<file path="src/rtl/vga_timing_gen_if.sv">
// VGA raster bundle: colour-mapper handshake plus DAC-side timing and pixel outputs.
// master = timing generator, slave = colour mapper / DAC / game logic.
// Pure wiring, no state.
interface vga_timing_gen_if;
  logic [7:0] Red_in;
  logic [7:0] Green_in;
  logic [7:0] Blue_in;
  logic [9:0] DrawX;
  logic [9:0] DrawY;
  logic       pixel_ce;
  logic       frame_start;
  logic       VGA_CLK;
  logic       VGA_HS;
  logic       VGA_VS;
  logic       VGA_BLANK_N;
  logic       VGA_SYNC_N;
  logic [7:0] VGA_R;
  logic [7:0] VGA_G;
  logic [7:0] VGA_B;

  modport master (
    input  Red_in, Green_in, Blue_in,
    output DrawX, DrawY, pixel_ce, frame_start, VGA_CLK,
    output VGA_HS, VGA_VS, VGA_BLANK_N, VGA_SYNC_N, VGA_R, VGA_G, VGA_B
  );

  modport slave (
    output Red_in, Green_in, Blue_in,
    input  DrawX, DrawY, pixel_ce, frame_start, VGA_CLK,
    input  VGA_HS, VGA_VS, VGA_BLANK_N, VGA_SYNC_N, VGA_R, VGA_G, VGA_B
  );
endinterface

</file>
<file path="src/rtl/vga_timing_gen.sv">
// VGA raster timing generator: divides Clk to the pixel rate, scans DrawX/DrawY, registers sync/blank/RGB.
// Latency: RGB/HS/VS/BLANK are loaded on pixel_ce from the current counters, one pixel behind DrawX/DrawY.
// No backpressure: free-running; the colour mapper must settle within CLK_DIV Clk cycles.
module vga_timing_gen #(
  parameter int CLK_DIV   = 2,
  parameter int H_VISIBLE = 640,
  parameter int H_FRONT   = 16,
  parameter int H_SYNC    = 96,
  parameter int H_BACK    = 48,
  parameter int V_VISIBLE = 480,
  parameter int V_FRONT   = 10,
  parameter int V_SYNC    = 2,
  parameter int V_BACK    = 33
) (
  input  logic              Clk_i,
  input  logic              Reset_i,
  vga_timing_gen_if.master  vga_if
);

  localparam int H_TOTAL = H_VISIBLE + H_FRONT + H_SYNC + H_BACK;
  localparam int V_TOTAL = V_VISIBLE + V_FRONT + V_SYNC + V_BACK;
  localparam int DW      = $clog2(CLK_DIV);

  localparam logic [DW-1:0] DIV_LAST = DW'(CLK_DIV - 1);
  localparam logic [DW-1:0] DIV_HALF = DW'(CLK_DIV / 2);
  localparam logic [9:0]    H_LAST   = 10'(H_TOTAL - 1);
  localparam logic [9:0]    V_LAST   = 10'(V_TOTAL - 1);
  localparam logic [9:0]    H_VIS    = 10'(H_VISIBLE);
  localparam logic [9:0]    V_VIS    = 10'(V_VISIBLE);
  localparam logic [9:0]    HS_START = 10'(H_VISIBLE + H_FRONT);
  localparam logic [9:0]    HS_END   = 10'(H_VISIBLE + H_FRONT + H_SYNC);
  localparam logic [9:0]    VS_START = 10'(V_VISIBLE + V_FRONT);
  localparam logic [9:0]    VS_END   = 10'(V_VISIBLE + V_FRONT + V_SYNC);

  logic [DW-1:0] div_q, div_d;
  logic          vga_clk_q, vga_clk_d;
  logic [9:0]    hc_q, hc_d;
  logic [9:0]    vc_q, vc_d;
  logic          hs_q, hs_d;
  logic          vs_q, vs_d;
  logic          blank_n_q, blank_n_d;
  logic [7:0]    r_q, r_d;
  logic [7:0]    g_q, g_d;
  logic [7:0]    b_q, b_d;

  logic pixel_ce;
  logic line_end;
  logic frame_end;
  logic visible;

  // Divider: pixel_ce on the last Clk of each pixel; VGA_CLK is high in the second half so
  // outputs (changing at the end of the pixel) are stable at its rising edge.
  always_comb begin
    pixel_ce  = (div_q == DIV_LAST);
    div_d     = pixel_ce ? '0 : div_q + DW'(1);
    vga_clk_d = (div_d >= DIV_HALF);
  end

  // Raster counters: advance one pixel per pixel_ce, wrapping line then frame.
  always_comb begin
    line_end  = (hc_q == H_LAST);
    frame_end = line_end && (vc_q == V_LAST);
    hc_d      = hc_q;
    vc_d      = vc_q;
    if (pixel_ce) begin
      if (line_end) begin
        hc_d = '0;
        vc_d = frame_end ? '0 : vc_q + 10'd1;
      end else begin
        hc_d = hc_q + 10'd1;
      end
    end
  end

  // Output stage: sample sync/blank and the mapper's colour for the pixel currently shown.
  always_comb begin
    visible   = (hc_q < H_VIS) && (vc_q < V_VIS);
    hs_d      = hs_q;
    vs_d      = vs_q;
    blank_n_d = blank_n_q;
    r_d       = r_q;
    g_d       = g_q;
    b_d       = b_q;
    if (pixel_ce) begin
      hs_d      = !((hc_q >= HS_START) && (hc_q < HS_END));
      vs_d      = !((vc_q >= VS_START) && (vc_q < VS_END));
      blank_n_d = visible;
      r_d       = visible ? vga_if.Red_in   : 8'h00;
      g_d       = visible ? vga_if.Green_in : 8'h00;
      b_d       = visible ? vga_if.Blue_in  : 8'h00;
    end
  end

  // State registers with synchronous active-low reset; a mid-frame reset restarts cleanly.
  always_ff @(posedge Clk_i) begin
    if (!Reset_i) begin
      div_q     <= '0;
      vga_clk_q <= 1'b0;
      hc_q      <= '0;
      vc_q      <= '0;
      hs_q      <= 1'b1;
      vs_q      <= 1'b1;
      blank_n_q <= 1'b0;
      r_q       <= 8'h00;
      g_q       <= 8'h00;
      b_q       <= 8'h00;
    end else begin
      div_q     <= div_d;
      vga_clk_q <= vga_clk_d;
      hc_q      <= hc_d;
      vc_q      <= vc_d;
      hs_q      <= hs_d;
      vs_q      <= vs_d;
      blank_n_q <= blank_n_d;
      r_q       <= r_d;
      g_q       <= g_d;
      b_q       <= b_d;
    end
  end

  assign vga_if.DrawX       = hc_q;
  assign vga_if.DrawY       = vc_q;
  assign vga_if.pixel_ce    = pixel_ce;
  assign vga_if.frame_start = pixel_ce && frame_end;
  assign vga_if.VGA_CLK     = vga_clk_q;
  assign vga_if.VGA_HS      = hs_q;
  assign vga_if.VGA_VS      = vs_q;
  assign vga_if.VGA_BLANK_N = blank_n_q;
  assign vga_if.VGA_SYNC_N  = 1'b0;
  assign vga_if.VGA_R       = r_q;
  assign vga_if.VGA_G       = g_q;
  assign vga_if.VGA_B       = b_q;

endmodule
</file>
<file path="src/flat_wrapper.sv">
// flat-port wrapper written by rule: the top's interface ports become plain ports
module vga_timing_gen_flat 
#(
  parameter int CLK_DIV   = 2,
  parameter int H_VISIBLE = 640,
  parameter int H_FRONT   = 16,
  parameter int H_SYNC    = 96,
  parameter int H_BACK    = 48,
  parameter int V_VISIBLE = 480,
  parameter int V_FRONT   = 10,
  parameter int V_SYNC    = 2,
  parameter int V_BACK    = 33
)
  (Clk_i, Reset_i, vga_if_Red_in, vga_if_Green_in, vga_if_Blue_in, vga_if_DrawX, vga_if_DrawY, vga_if_pixel_ce, vga_if_frame_start, vga_if_VGA_CLK, vga_if_VGA_HS, vga_if_VGA_VS, vga_if_VGA_BLANK_N, vga_if_VGA_SYNC_N, vga_if_VGA_R, vga_if_VGA_G, vga_if_VGA_B);
  vga_timing_gen_if vga_if_i ();
  input  logic Clk_i;
  input  logic Reset_i;
  input wire logic [$bits(vga_if_i.Red_in)-1:0] vga_if_Red_in;
  input wire logic [$bits(vga_if_i.Green_in)-1:0] vga_if_Green_in;
  input wire logic [$bits(vga_if_i.Blue_in)-1:0] vga_if_Blue_in;
  output wire logic [$bits(vga_if_i.DrawX)-1:0] vga_if_DrawX;
  output wire logic [$bits(vga_if_i.DrawY)-1:0] vga_if_DrawY;
  output wire logic [$bits(vga_if_i.pixel_ce)-1:0] vga_if_pixel_ce;
  output wire logic [$bits(vga_if_i.frame_start)-1:0] vga_if_frame_start;
  output wire logic [$bits(vga_if_i.VGA_CLK)-1:0] vga_if_VGA_CLK;
  output wire logic [$bits(vga_if_i.VGA_HS)-1:0] vga_if_VGA_HS;
  output wire logic [$bits(vga_if_i.VGA_VS)-1:0] vga_if_VGA_VS;
  output wire logic [$bits(vga_if_i.VGA_BLANK_N)-1:0] vga_if_VGA_BLANK_N;
  output wire logic [$bits(vga_if_i.VGA_SYNC_N)-1:0] vga_if_VGA_SYNC_N;
  output wire logic [$bits(vga_if_i.VGA_R)-1:0] vga_if_VGA_R;
  output wire logic [$bits(vga_if_i.VGA_G)-1:0] vga_if_VGA_G;
  output wire logic [$bits(vga_if_i.VGA_B)-1:0] vga_if_VGA_B;
  assign vga_if_i.Red_in = vga_if_Red_in;
  assign vga_if_i.Green_in = vga_if_Green_in;
  assign vga_if_i.Blue_in = vga_if_Blue_in;
  assign vga_if_DrawX = vga_if_i.DrawX;
  assign vga_if_DrawY = vga_if_i.DrawY;
  assign vga_if_pixel_ce = vga_if_i.pixel_ce;
  assign vga_if_frame_start = vga_if_i.frame_start;
  assign vga_if_VGA_CLK = vga_if_i.VGA_CLK;
  assign vga_if_VGA_HS = vga_if_i.VGA_HS;
  assign vga_if_VGA_VS = vga_if_i.VGA_VS;
  assign vga_if_VGA_BLANK_N = vga_if_i.VGA_BLANK_N;
  assign vga_if_VGA_SYNC_N = vga_if_i.VGA_SYNC_N;
  assign vga_if_VGA_R = vga_if_i.VGA_R;
  assign vga_if_VGA_G = vga_if_i.VGA_G;
  assign vga_if_VGA_B = vga_if_i.VGA_B;
  vga_timing_gen #(.CLK_DIV(CLK_DIV), .H_VISIBLE(H_VISIBLE), .H_FRONT(H_FRONT), .H_SYNC(H_SYNC), .H_BACK(H_BACK), .V_VISIBLE(V_VISIBLE), .V_FRONT(V_FRONT), .V_SYNC(V_SYNC), .V_BACK(V_BACK)) u_core (.Clk_i(Clk_i), .Reset_i(Reset_i), .vga_if(vga_if_i));
endmodule
</file>
<file path="config.mk">
export PLATFORM = sky130hd
export DESIGN_NAME = vga_timing_gen_flat
export DESIGN_NICKNAME = d
export VERILOG_FILES = /design/src/rtl/vga_timing_gen_if.sv /design/src/rtl/vga_timing_gen.sv /design/src/flat_wrapper.sv
export SDC_FILE = /design/constraint.sdc
export NUM_CORES = 1
export LEC_CHECK = 0
export CAP_MARGIN = 5
export CORE_MARGIN = 8
export CORE_UTILIZATION = 61
export DETAILED_ROUTE_END_ITERATION = 7
export DONT_BUFFER_PORTS = 1
export PLACE_DENSITY = 0.8
export SLEW_MARGIN = 0
export SYNTH_ARGS = -nofsm -noshare
export SYNTH_HDL_FRONTEND = slang
export SYNTH_SLANG_ARGS = --single-unit
</file>
<file path="constraint.sdc">
create_clock -name Clk_i -period 2.9 [get_ports Clk_i]
set_clock_uncertainty 0.15 [all_clocks]
set_input_delay 0.435 -clock Clk_i [delete_from_list [all_inputs] [get_ports Clk_i]]
set_output_delay 0.435 -clock Clk_i [all_outputs]
set_load 0.02 [all_outputs]
</file>
==> flow_summary.ini <==
[setup_path]
r2r_slack_ns = 0.64
cp.buffers_inverters = 1
cp_data_arrival_time_ns = 2.09
startpoint = u_core.vga_if.DrawX[7]
crit_type = reg -> out
critPathLaunchType = flop
r2r-start = u_core.vga_if.DrawY[2]
crit_path_end_kind = output pin
r2r_end = u_core.vga_if.DrawY[7]
cp_data_required_time_ns = 2.32
cp_num_cells = 4
worstPathMaxFanout = 11
cp_top_family = simple AND/OR/NAND/NOR gates
worstPathCellList = nand4b_1, or3_4, nor3_1, buf_4
crit_path_top_delay_cell = or3_4
cp-endpoint = vga_if_frame_start
cpPeakStageDelay_ns = 0.52
worst_r2r_path_depth = 4

[timing]
worst_pin_slew_ns = 1.01
setup_viol = 0
fmax_mhz = 375
timing_hold_violations_final = 0
grt_setup_unrepaired = no
final-max-slew-violation-count = 0
fin_tns_setup_ns = 0
slew_headroom_pct = 32.5
min_period_ns = 2.67
finalCritPeriodShare_pct = 92.1

[synth]
synthCells = 191
synth_area_leaders = dfxtp_1 (50%), a22o_1 (11%), xnor2_1 (3.7%)
seq_area_frac_synth_pct = 50.2
ys_types = 39
synth-seq-cells = 48
netlist_area_mm2 = 0.00191
synthFlopType = dfxtp_1
synth_edf_count = 0
yosysWarnings = 0
synth_top_area_share_pct = 50.2
syn_area_per_cell_um2 = 10.0
synth_nets = 221
synth_commonest_cells = dfxtp_1 (48), a22o_1 (24), nor2_1 (17)
yosysMostFrequentCell = dfxtp_1
async_reset_ff_share_pct = 0
synth_top_area_cell = dfxtp_1

[routing]
ant_nets = 0
drtIter0Drc = 156
vias = 1513
routed_via_density = 6.30
wirelength_um = 4680
drc = 0
wl_per_cell_um = 19.5
drtPass1Iterations = 4

[clock_tree]
worstSkewPairLatency_ns = 0.37
cts.sinks = 48
htreeDepth = 2
cts_tree = yes
postCtsSetupBuffers = 0
clkTransAtPathRegs_ns = 0.14
cts_made_buffers = 5
cts_root_buf = clkbuf_4
cts_buffer_depth = 2

[global_routing]
antenna_found_initial = 0
track_usage_pct = 17.8
grt_pass1_vias = 1421
overflow = 0
grt_max_degree = 28
grt_pass1_wl_um = 7290

[final_layout]
num-nets-final = 225
seq_area_um2 = 963
multiInputGateArea_um2 = 872
antenna_cells = 0
design_area_mm2 = 0.00207
fillers = 254
drive_above_1_share_pct = 12.8
area_growth_pct = 7.91

[die]
die_w_um = 72.0
die_y_um = 72.0
row_count = 20
start_util_pct = 63.2
design.die.area_mm2 = 0.00519
io_pins = 77
core_mm2 = 0.00303

[pwr]
finalPower_uw = 1200
p_leak_uw = 0.000747
irDropWorstVdd_mv = 0.370
p_per_area_mw_per_mm2 = 582

[min_path]
hp-class = in -> reg

[job]
maxCapViolCount = 0

[place]
place.detailed.hpwl_um = 3430
dpl_cell_area_mm2 = 0.00196
gp_congestion = 0.867
port_buffers = 0

[outcome]
status = complete, no violations
[how the worst min path moves through the flow]
stage | startpoint | endpoint | slack (ns) | cells after the start
after floorplan | Reset_i | u_core.vga_if.VGA_VS | 0.36 | 1
after global placement | Reset_i | u_core.vga_if.VGA_VS | 0.36 | 1
after detailed placement | Reset_i | u_core.vga_if.VGA_VS | 0.37 | 1
after CTS | vga_if_Blue_in[4] | u_core.vga_if.VGA_B[4] | 0.02 | 1
after global routing | vga_if_Red_in[3] | u_core.vga_if.VGA_R[3] | 0.002 | 1
final | vga_if_Blue_in[3] | u_core.vga_if.VGA_B[3] | 0.04 | 1
[final cells by class]
type,instances,area share [%]
Clock buffer,5,1.82
Multi-Input combinational cell,125,42.2
Tap cell,44,2.67
Inverter,7,1.27
Sequential cell,48,46.6
Clock inverter,3,2.24
Timing Repair Buffer,8,3.15
[layer usage]
layer | up-vias | part of all wire [%] | track usage (%)
met1 | 722 | 37 | 18.0
met2 | 75 | 50 | 29.8
met3 | 15 | 11 | 9.37
met4 | 0 | 2.4 | 8.16
li1 | 701 | - | -
met5 | - | 0 | 0
[through the flow]
step | util (%) | hold slack [ns] | setup WS (ns) | cells
2_1_floorplan | - | 0.357 | 0.337 | 191
3_3_place_gp | 64.7 | 0.363 | 0.671 | 230
3_5_place_dp | 64.7 | 0.368 | 0.618 | 230
4_1_cts | 67.8 | 0.0182 | 0.183 | 239
5_1_grt | 68.2 | 0.00157 | 0.0391 | 240
6_report | 68.2 | 0.0365 | 0.230 | 240
[registers in the layout, summed over array words and instances, names as in the netlist]
register / flops
u_core.vga_if.VGA_R: 8
u_core.vga_if.VGA_CLK: 1
u_core.vga_if.VGA_BLANK_N: 1
u_core.vga_if.VGA_VS: 1
u_core.vga_if.VGA_G: 8
u_core.vga_if.VGA_B: 8
u_core.vga_if.DrawY: 10
u_core.vga_if.DrawX: 10
u_core.vga_if.VGA_HS: 1
[kinds of logic (layout without fill, tap and decap cells)]
logic type               Yosys count  count (layout)  share of synthesized area (%)
AO/OA/AOI/OAI                     44              44                           18.6
XOR/XNOR                          12              12                           5.49
adder cells (fa/ha/maj)            4               4                           2.61
buffers and inverters             18              23                           4.38
flip-flops                        48              48                           50.2
multiplexers                       1               1                          0.523
other                              1               1                          0.196
AND/OR/NAND/NOR                   63              63                           18.0
[power by group]
part	switching, uW	total, uW	internal, uW	leakage, uW
clock	217	401	184	0.0000418
sequential	45.6	731	685	0.000392
combinational	41.2	70.7	29.5	0.000313
total	304	1200	899	0.000747
[timing repair]
action | CTS | global route
hold buffers | 1 | 1
resized for setup | 0 | 2
hold endpoints to repair | 1 | 1
setup endpoints to repair | 0 | 1
[placed cells by master, fill, tap and decap left out, types with 5 or more instances in the layout]
cell type / instances
a21oi_1: 6
a22o_1: 24
buf_4: 6
clkbuf_4: 5
dfxtp_1: 46
inv_1: 7
nand2_1: 11
nand3_1: 7
nand4_1: 5
nor2_1: 17
xnor2_1: 8
No activity file was read; power rests on OpenSTA's default activity.
